[config.mk]
export PLATFORM = sky130hd
export DESIGN_NAME = instr_fetch_q
export DESIGN_NICKNAME = d
export VERILOG_FILES = /design/src/rtl/instr_fetch_q.sv
export SDC_FILE = /design/constraint.sdc
export NUM_CORES = 1
export LEC_CHECK = 0
export CAP_MARGIN = 5
export CORE_ASPECT_RATIO = 0.75
export CORE_MARGIN = 4
export CORE_UTILIZATION = 60
export DETAILED_ROUTE_END_ITERATION = 6
export HOLD_SLACK_MARGIN = 0.05
export PLACE_DENSITY_LB_ADDON = 0.05
export SLEW_MARGIN = 40
export SYNTH_ARGS = -nofsm -noshare
export SYNTH_HDL_FRONTEND = slang
export SYNTH_SLANG_ARGS = --single-unit
export TNS_END_PERCENT = 20
[constraint.sdc]
create_clock -name clk -period 8.2 [get_ports clk]
set_input_delay 1.23 -clock clk [delete_from_list [all_inputs] [get_ports clk]]
set_output_delay 1.23 -clock clk [all_outputs]
set_load 0.03 [all_outputs]
[src/rtl/instr_fetch_q.sv]
// instr_fetch_q -- instruction beat parser feeding a small FIFO of decoded entries.
//
// The parser walks a stream of 6-bit beats. A sync beat (6'h3F) enters the
// instruction stream. After that, each instruction is one to three beats:
//   B1: {opcode, src_a}. Opcode 0 is a single-beat instruction.
//   B2: {dest, src_b} or {dest, imm[7:5]}. IMM_MASK[opcode] selects which form.
//   B3: imm[4:0]. Only immediate-carrying opcodes have this beat.
// A completed instruction is pushed as {opcode, src_a, src_b, dest, imm}.
// The parser then returns to B1, so a new sync is not needed between instructions.
//
// Ports
//   clk        rising-edge clock
//   rst        asynchronous active-high reset
//   flush      synchronous flush of parser and queue (highest priority)
//   in_valid   beat present on `in`
//   in         6-bit instruction beat
//   in_ready   beat accepted when in_valid=1 (queue not full)
//   out_valid  queue head valid
//   out_ready  consumer takes the head when out_valid=1
//   opcode/src_a/src_b/dest/imm  head-entry fields (zero when out_valid=0)
//   level      number of queued entries
module instr_fetch_q #(
  parameter int unsigned DEPTH    = 4,
  parameter logic [7:0]  IMM_MASK = 8'b1101_0100
) (
  input  logic                     clk,
  input  logic                     rst,
  input  logic                     flush,
  input  logic                     in_valid,
  input  logic [5:0]               in,
  output logic                     in_ready,
  output logic                     out_valid,
  input  logic                     out_ready,
  output logic [2:0]               opcode,
  output logic [2:0]               src_a,
  output logic [2:0]               src_b,
  output logic [2:0]               dest,
  output logic [7:0]               imm,
  output logic [$clog2(DEPTH):0]   level
);

  localparam int unsigned AW      = $clog2(DEPTH);
  localparam int unsigned LW      = AW + 1;
  localparam int unsigned ENTRY_W = 20;
  localparam logic [LW-1:0] DEPTH_L = LW'(DEPTH);

  typedef enum logic [1:0] {
    SYNC = 2'd0,
    B1   = 2'd1,
    B2   = 2'd2,
    B3   = 2'd3
  } state_t;

  state_t              state_q, state_d;
  logic [2:0]          opcode_q, opcode_d;
  logic [2:0]          src_a_q, src_a_d;
  logic [2:0]          dest_q, dest_d;
  logic [2:0]          imm_hi_q, imm_hi_d;

  logic [AW-1:0]       wr_ptr_q, wr_ptr_d;
  logic [AW-1:0]       rd_ptr_q, rd_ptr_d;
  logic [LW-1:0]       level_q, level_d;
  logic [ENTRY_W-1:0]  mem_q [DEPTH];

  logic                accept_s;
  logic                push_s;
  logic                pop_s;
  logic                out_valid_s;
  logic [ENTRY_W-1:0]  push_data_s;
  logic [ENTRY_W-1:0]  head_s;

  // Handshake qualifiers. Backpressure depends only on occupancy, never on out_ready.
  always_comb begin
    in_ready    = (level_q != DEPTH_L);
    out_valid_s = (level_q != {LW{1'b0}});
    accept_s    = in_valid & in_ready;
    pop_s       = out_valid_s & out_ready;
  end

  // Beat parser: next state, partial-instruction fields and the completed entry.
  always_comb begin
    state_d     = state_q;
    opcode_d    = opcode_q;
    src_a_d     = src_a_q;
    dest_d      = dest_q;
    imm_hi_d    = imm_hi_q;
    push_s      = 1'b0;
    push_data_s = {ENTRY_W{1'b0}};
    if (accept_s) begin
      case (state_q)
        SYNC: begin
          if (in == 6'h3F) begin
            state_d = B1;
          end else begin
            state_d = SYNC;
          end
        end
        B1: begin
          opcode_d = in[5:3];
          src_a_d  = in[2:0];
          if (in[5:3] == 3'b000) begin
            // Single-beat instruction: complete immediately, stay ready for the next B1.
            push_s      = 1'b1;
            push_data_s = {in[5:3], in[2:0], 3'b000, 3'b000, 8'h00};
            state_d     = B1;
          end else begin
            state_d = B2;
          end
        end
        B2: begin
          dest_d = in[5:3];
          if (IMM_MASK[opcode_q]) begin
            imm_hi_d = in[2:0];
            state_d  = B3;
          end else begin
            push_s      = 1'b1;
            push_data_s = {opcode_q, src_a_q, in[2:0], in[5:3], 8'h00};
            state_d     = B1;
          end
        end
        B3: begin
          // in[5] carries no information in the low-immediate beat.
          push_s      = 1'b1;
          push_data_s = {opcode_q, src_a_q, 3'b000, dest_q, imm_hi_q, in[4:0]};
          state_d     = B1;
        end
        default: begin
          state_d = SYNC;
        end
      endcase
    end else begin
      state_d = state_q;
    end
  end

  // Queue pointer and occupancy update. Push cannot coincide with full because in_ready gates it.
  always_comb begin
    if (push_s) begin
      wr_ptr_d = wr_ptr_q + AW'(1);
    end else begin
      wr_ptr_d = wr_ptr_q;
    end
    if (pop_s) begin
      rd_ptr_d = rd_ptr_q + AW'(1);
    end else begin
      rd_ptr_d = rd_ptr_q;
    end
    case ({push_s, pop_s})
      2'b10:   level_d = level_q + LW'(1);
      2'b01:   level_d = level_q - LW'(1);
      default: level_d = level_q;
    endcase
  end

  // Parser and queue control state; flush outranks any push/pop in the same cycle.
  always_ff @(posedge clk or posedge rst) begin
    if (rst) begin
      state_q  <= SYNC;
      opcode_q <= 3'b000;
      src_a_q  <= 3'b000;
      dest_q   <= 3'b000;
      imm_hi_q <= 3'b000;
      wr_ptr_q <= {AW{1'b0}};
      rd_ptr_q <= {AW{1'b0}};
      level_q  <= {LW{1'b0}};
    end else if (flush) begin
      state_q  <= SYNC;
      opcode_q <= 3'b000;
      src_a_q  <= 3'b000;
      dest_q   <= 3'b000;
      imm_hi_q <= 3'b000;
      wr_ptr_q <= {AW{1'b0}};
      rd_ptr_q <= {AW{1'b0}};
      level_q  <= {LW{1'b0}};
    end else begin
      state_q  <= state_d;
      opcode_q <= opcode_d;
      src_a_q  <= src_a_d;
      dest_q   <= dest_d;
      imm_hi_q <= imm_hi_d;
      wr_ptr_q <= wr_ptr_d;
      rd_ptr_q <= rd_ptr_d;
      level_q  <= level_d;
    end
  end

  // Entry storage; contents are don't-care until written, so no reset.
  always_ff @(posedge clk) begin
    if (push_s && !flush) begin
      mem_q[wr_ptr_q] <= push_data_s;
    end
  end

  // Head presentation straight from storage, zeroed when the queue is empty.
  always_comb begin
    head_s    = mem_q[rd_ptr_q];
    out_valid = out_valid_s;
    level     = level_q;
    if (out_valid_s) begin
      opcode = head_s[19:17];
      src_a  = head_s[16:14];
      src_b  = head_s[13:11];
      dest   = head_s[10:8];
      imm    = head_s[7:0];
    end else begin
      opcode = 3'b000;
      src_a  = 3'b000;
      src_b  = 3'b000;
      dest   = 3'b000;
      imm    = 8'h00;
    end
  end

endmodule

Word level (Yosys, flattened, before mapping)
Memories as Yosys holds them, arrays and structs flattened. Cells that the tools add are included. Widths: inputs -> output; s select.

Word-level logic and storage cells: 80. Register bits after elaboration: 21. ROM bits: 8. Memories: 2. Bits in writable memories: 80. Output and inout bits: 25.

Memory list: mem_q (depth 4, width 20, read ports 1, clocked after memory_dff 0, write ports 1, RTL line 63) `logic [ENTRY_W-1:0] mem_q [DEPTH];`; (name not given) (depth 8, width 1, read ports 1, clocked after memory_dff 0, write ports 0, RTL line 112) `if (IMM_MASK[opcode_q]) begin`.

Equal/unequal tests: 7. Add/sub/neg operators: 4. Reduce and logical (&&, ||, !) cells: 15. Muxes and demuxes: 41. Bitwise logic cells: 2. Magnitude comparators: 1.

Operators by type and width (number): $mux 20 (3); $pmux 20 s3 (1); $mux 3 (18); $mux 2 (8); $reduce_bool 2->1 (6); $mux 8 (1); $pmux 2 s4 (1); $mux 1 (7); $eq 2x2->1 const B (3); $eq 6x6->1 const B (1); $pmux 3 s2 (1); $reduce_bool 3->1 (2); $add 2x1->2 const B (2); $eq 2x1->1 const B (2); $lt 3x4->1 const B (1); $reduce_and 2->1 (2); $add 3x1->3 const B (1); $logic_not 3->1 (1); $ne 3x3->1 const B (1); $pmux 1 s3 (1); $reduce_and 3->1 (1); $sub 3x1->3 const B (1); $and 1x1->1 (2); $logic_not 2->1 (1); other kinds (2) (2).

Longest topological paths before layout
Depth after elaboration: 8. Gate-level depth with buffers: 10. Mapped depth without buffers: 9.

Least setup slack after synthesis
No wires, ideal clock.

Path kind: input to register. Start: input in[4]. End: memory mem_q[0][0], enable pin. Slack: 4.314 ns. Stages on the path: 5. Arrival time: 3.459 ns. Setup time: 0.427 ns. Path through: nor3_2 -> o211ai_2 -> or2_1 -> buf_6 -> nor3b_1.

Cells in the longest elaborated chain, start to end: 7.

Ends and longest elaborated chain: start, declared (RTL line 30) `input logic [5:0] in,`; $logic_not 3->1 (RTL line 101) `if (in[5:3] == 3'b000) begin`; $mux 1 (RTL line 101); $pmux 1 s3 (RTL line 90) `case (state_q)`; $mux 1 (RTL line 89) `if (accept_s) begin`; $logic_and 1x1->1 (RTL line 189) `if (push_s && !flush) begin`; $mux 1 (RTL line 189); $mux 1 (not written as such) (RTL line 190) `mem_q[wr_ptr_q] <= push_data_s;`; end, declared (RTL line 63).

Every way passes these cells.

Final worst setup path
Start: register rd_ptr_q[0]. End: output dest[0].

Cells in the longest elaborated chain, start to end: 2.

Ends and longest elaborated chain: start, declared (RTL line 61) `logic [AW-1:0] rd_ptr_q, rd_ptr_d;`; start signal, assigned (RTL line 164) `rd_ptr_q <= {AW{1'b0}};`; start signal, assigned (RTL line 173) `rd_ptr_q <= {AW{1'b0}};`; start signal, assigned (RTL line 182) `rd_ptr_q <= rd_ptr_d;`; $mem_v2 4x20; $mux 3 (RTL line 199) `if (out_valid_s) begin`; end, declared (RTL line 37) `output logic [2:0] dest,`.

Every way passes these cells.

==> results.txt <==
Run status: finished clean
Wire length of the first global-routing pass: 13600 um
First-pass DRT Iterations: 4
Critical R2R Launch: state_q[0]
Critical Path End Type: output port
Synthesized cell area: 4380 sq um
Setup WS pre-CTS: 4.23 ns
Clk sinks: 101
Vias in the first global route: 2488
Max-cap viol count: 0
Synth top area cells: edfxtp_1, dfrtp_1, mux4_2
Total CTS buffers: 9
Clk_skew: 0.00779 ns
Io pins: 36
DRC: 0
Worst Path Required: 6.97 ns
Commonest cells post-synth: edfxtp_1, dfrtp_1, nor2b_1, mux4_2, nor2_1
Die width: 107 um
Post-Place Cell Area: 4840 sq um
PortBufs: 35
Startpoint types: register
Reg2reg end: level[1]
Final GP Congestion: 0.825
Share of layout cells above drive strength 1: 16.1%
Library cells used by synthesis: 42
Mapped Nets: 297
Syn. warnings: 0
Global-route usage over all layers: 21.1%
Worst R2R Path Depth: 6
Final hold violation count: 0
Rel. slew slack: 55.9%
Cell taking the most area after synthesis: edfxtp_1
CP arrival: 2.78 ns
Unrepaired setup endpoints after global routing: no
Seq/Total Area, Yosys: 66.8%
Post-CTS Setup Bufs: 0
PwrDens: 211 nW/um^2
Fin nets: 334
DR vias/cell: 5.89
Iteration-0 DRC Markers: 209
Reg-to-reg slack, setup: 5.46 ns
Post-synth EDFFs: 80
Routed wire per std cell: 19.3 um
Slew Viols, Final: 0
Critical path cell sequence: buf_4 -> mux4_2 -> nor2b_1 -> clkdlybuf4s50_1
Final worst-path cycle share: 48.9%
Asr flop ratio synth: 20.8%
Synth Instances: 281
Total core area: 6960 sq um
Cts repair resizes: 0
Detailed placement HPWL: 5380 um
Crit path launch: rd_ptr_q[0]
Syn Area/Cell: 15.6 sq um
Setup WS post-layout: 4.19 ns
TNS Setup: 0 ns
Largest net degree at the start of global routing: 29
Worst VDD drop: 0.000124 V
Critical Path Stages: 4
H-tree depth: 3
F_max: 250 MHz
Slowest library cell on the worst path: dfrtp_1
Fin area: 5060 sq um
Clk slew on worst S/H paths: 0.09 ns
Synth top area share: 54.8%
Initial antenna violation count: 0
CTS root buf: clkbuf_8
Area grow syn2layout: 15.4%
Most frequent cell after synthesis: edfxtp_1
Detailed-route wire length: 8110 um
Clk Latency, worst-skew pair: 0.35 ns
Post-route minimum period: 4.01 ns
Synth Register Bits: 101
Hold_buf cts: 0
CTS tree: done
# diodes: 0
Overall power: 0.00107 W
CP top delay family: buffers and inverters
CP max FO: 13
Total gr overflow: 0
Rows: 26
Least-Margin Pin Slew: 0.662 ns
Via count: 2481
Antenna-violating nets left: 0
Kind of critical path: register to output port
Initial Util: 62.9%
Dominant synthesized flop cell: edfxtp_1
Die Y: 82.0 um
Worst path bufs/invs: 2
Setup violators final: 0
Hold Path Class: register to register
Leakage: 1.75 nW
CTS max path bufs: 2
DIE AREA: 8750 sq um
Worst stage delay on the critical path: 0.77 ns
CP Capture Point: dest[0]
kinds of logic after synthesis:
| family | count (synthesis) | synth area share (%) |
|---|---|---|
| flip-flops | 101 | 66.8 |
| AND/OR/NAND/NOR | 98 | 12.8 |
| AO/OA/AOI/OAI | 28 | 3.88 |
| multiplexers | 26 | 11.7 |
| buffers and inverters | 19 | 2.11 |
| adder cells (fa/ha/maj) | 5 | 1.60 |
| XOR/XNOR | 4 | 1.11 |
flip-flops by register name, summed over array words and instances (netlist names):
name and count:
imm_hi_q 3, state_q 2, rd_ptr_q 2, wr_ptr_q 2
mem_q 80, level 3, src_a_q 3, opcode_q 3
dest_q 3
stage by stage:
| step | instances | hold slack, ns | util [%] |
|---|---|---|---|
| finish | 421 | 0.537 | 72.6 |
| global route | 421 | 0.556 | 72.6 |
| CTS | 421 | 0.540 | 72.6 |
| detailed placement | 405 | 0.525 | 69.6 |
| global placement | 405 | 0.505 | 69.6 |
| floorplan | 281 | 0.490 | - |
power by group:
group / internal, W / total, W / switching, W / leakage (nW)
logic: 0.0000886 / 0.000174 / 0.0000850 / 0.653
clock network: 0.000173 / 0.000331 / 0.000158 / 0.105
registers: 0.000549 / 0.000561 / 0.0000124 / 0.995
how the worst min path moves through the flow:
stage               slack (ns)     endpoint        start  depth (start not counted)
floorplan                 0.49   src_a_q[0]   src_a_q[0]                          2
global placement          0.50   src_a_q[2]   src_a_q[2]                          2
detailed placement        0.53   src_a_q[0]   src_a_q[0]                          2
CTS                       0.54  imm_hi_q[2]  imm_hi_q[2]                          2
global route              0.56  imm_hi_q[0]  imm_hi_q[0]                          2
finish                    0.54  imm_hi_q[1]  imm_hi_q[1]                          2
layout make-up:
cell class | instances | area, sq um
sequential | 101 | 2930
fill | 477 | 1910
multi-input combinational | 161 | 1390
timing repair buffer | 41 | 390
clock buffer | 12 | 135
tap | 98 | 123
clock inverter | 4 | 73.8
inverter | 4 | 15.0
routing by layer:
metal  wire [um]  GRT usage, %  share of wire [%]  vias up
li1            -             -                  -     1135
met1        3700          29.9                 46     1238
met2        3690          32.0                 46       93
met3         556          6.44                6.9       15
met4         155          6.13                1.9        0
met5           0             0                  0        -
worst reg2reg max path: stages, from the launching register on:
cell,delay (ns)
dfrtp_1,0.77
a31oi_1,0.19
nor2_1,0.39
nor2_1,0.13
fa_1,0.46
nor4b_1,0.15
or4_1,0.54
cell usage in the layout, fill, tap and decap left out, types with 2 or more instances in the layout:
| cell type | Yosys | final |
|---|---|---|
| buf_4 | 1 | 6 |
| nand3_1 | 5 | 5 |
| nand2_1 | 16 | 16 |
| nor3b_2 | 0 | 4 |
| or3_1 | 2 | 2 |
| xor2_1 | 2 | 2 |
| o21ai_0 | 6 | 6 |
| a22o_1 | 3 | 3 |
| nor4b_1 | 4 | 4 |
| nor3_2 | 1 | 2 |
| bufinv_16 | 0 | 2 |
| ha_1 | 4 | 4 |
| o21bai_1 | 2 | 2 |
| clkbuf_8 | 0 | 9 |
| nor2b_1 | 21 | 21 |
| a21oi_1 | 13 | 13 |
| inv_1 | 4 | 3 |
| mux2i_1 | 6 | 6 |
| clkbuf_1 | 9 | 3 |
| dfrtp_1 | 21 | 20 |
| clkdlybuf4s50_1 | 0 | 34 |
| mux4_2 | 20 | 20 |
| nor2_1 | 17 | 17 |
| and2_1 | 4 | 4 |
| nand3b_1 | 3 | 3 |
| and3_1 | 12 | 12 |
| edfxtp_1 | 80 | 80 |
No activity file was read; power rests on OpenSTA's default activity.
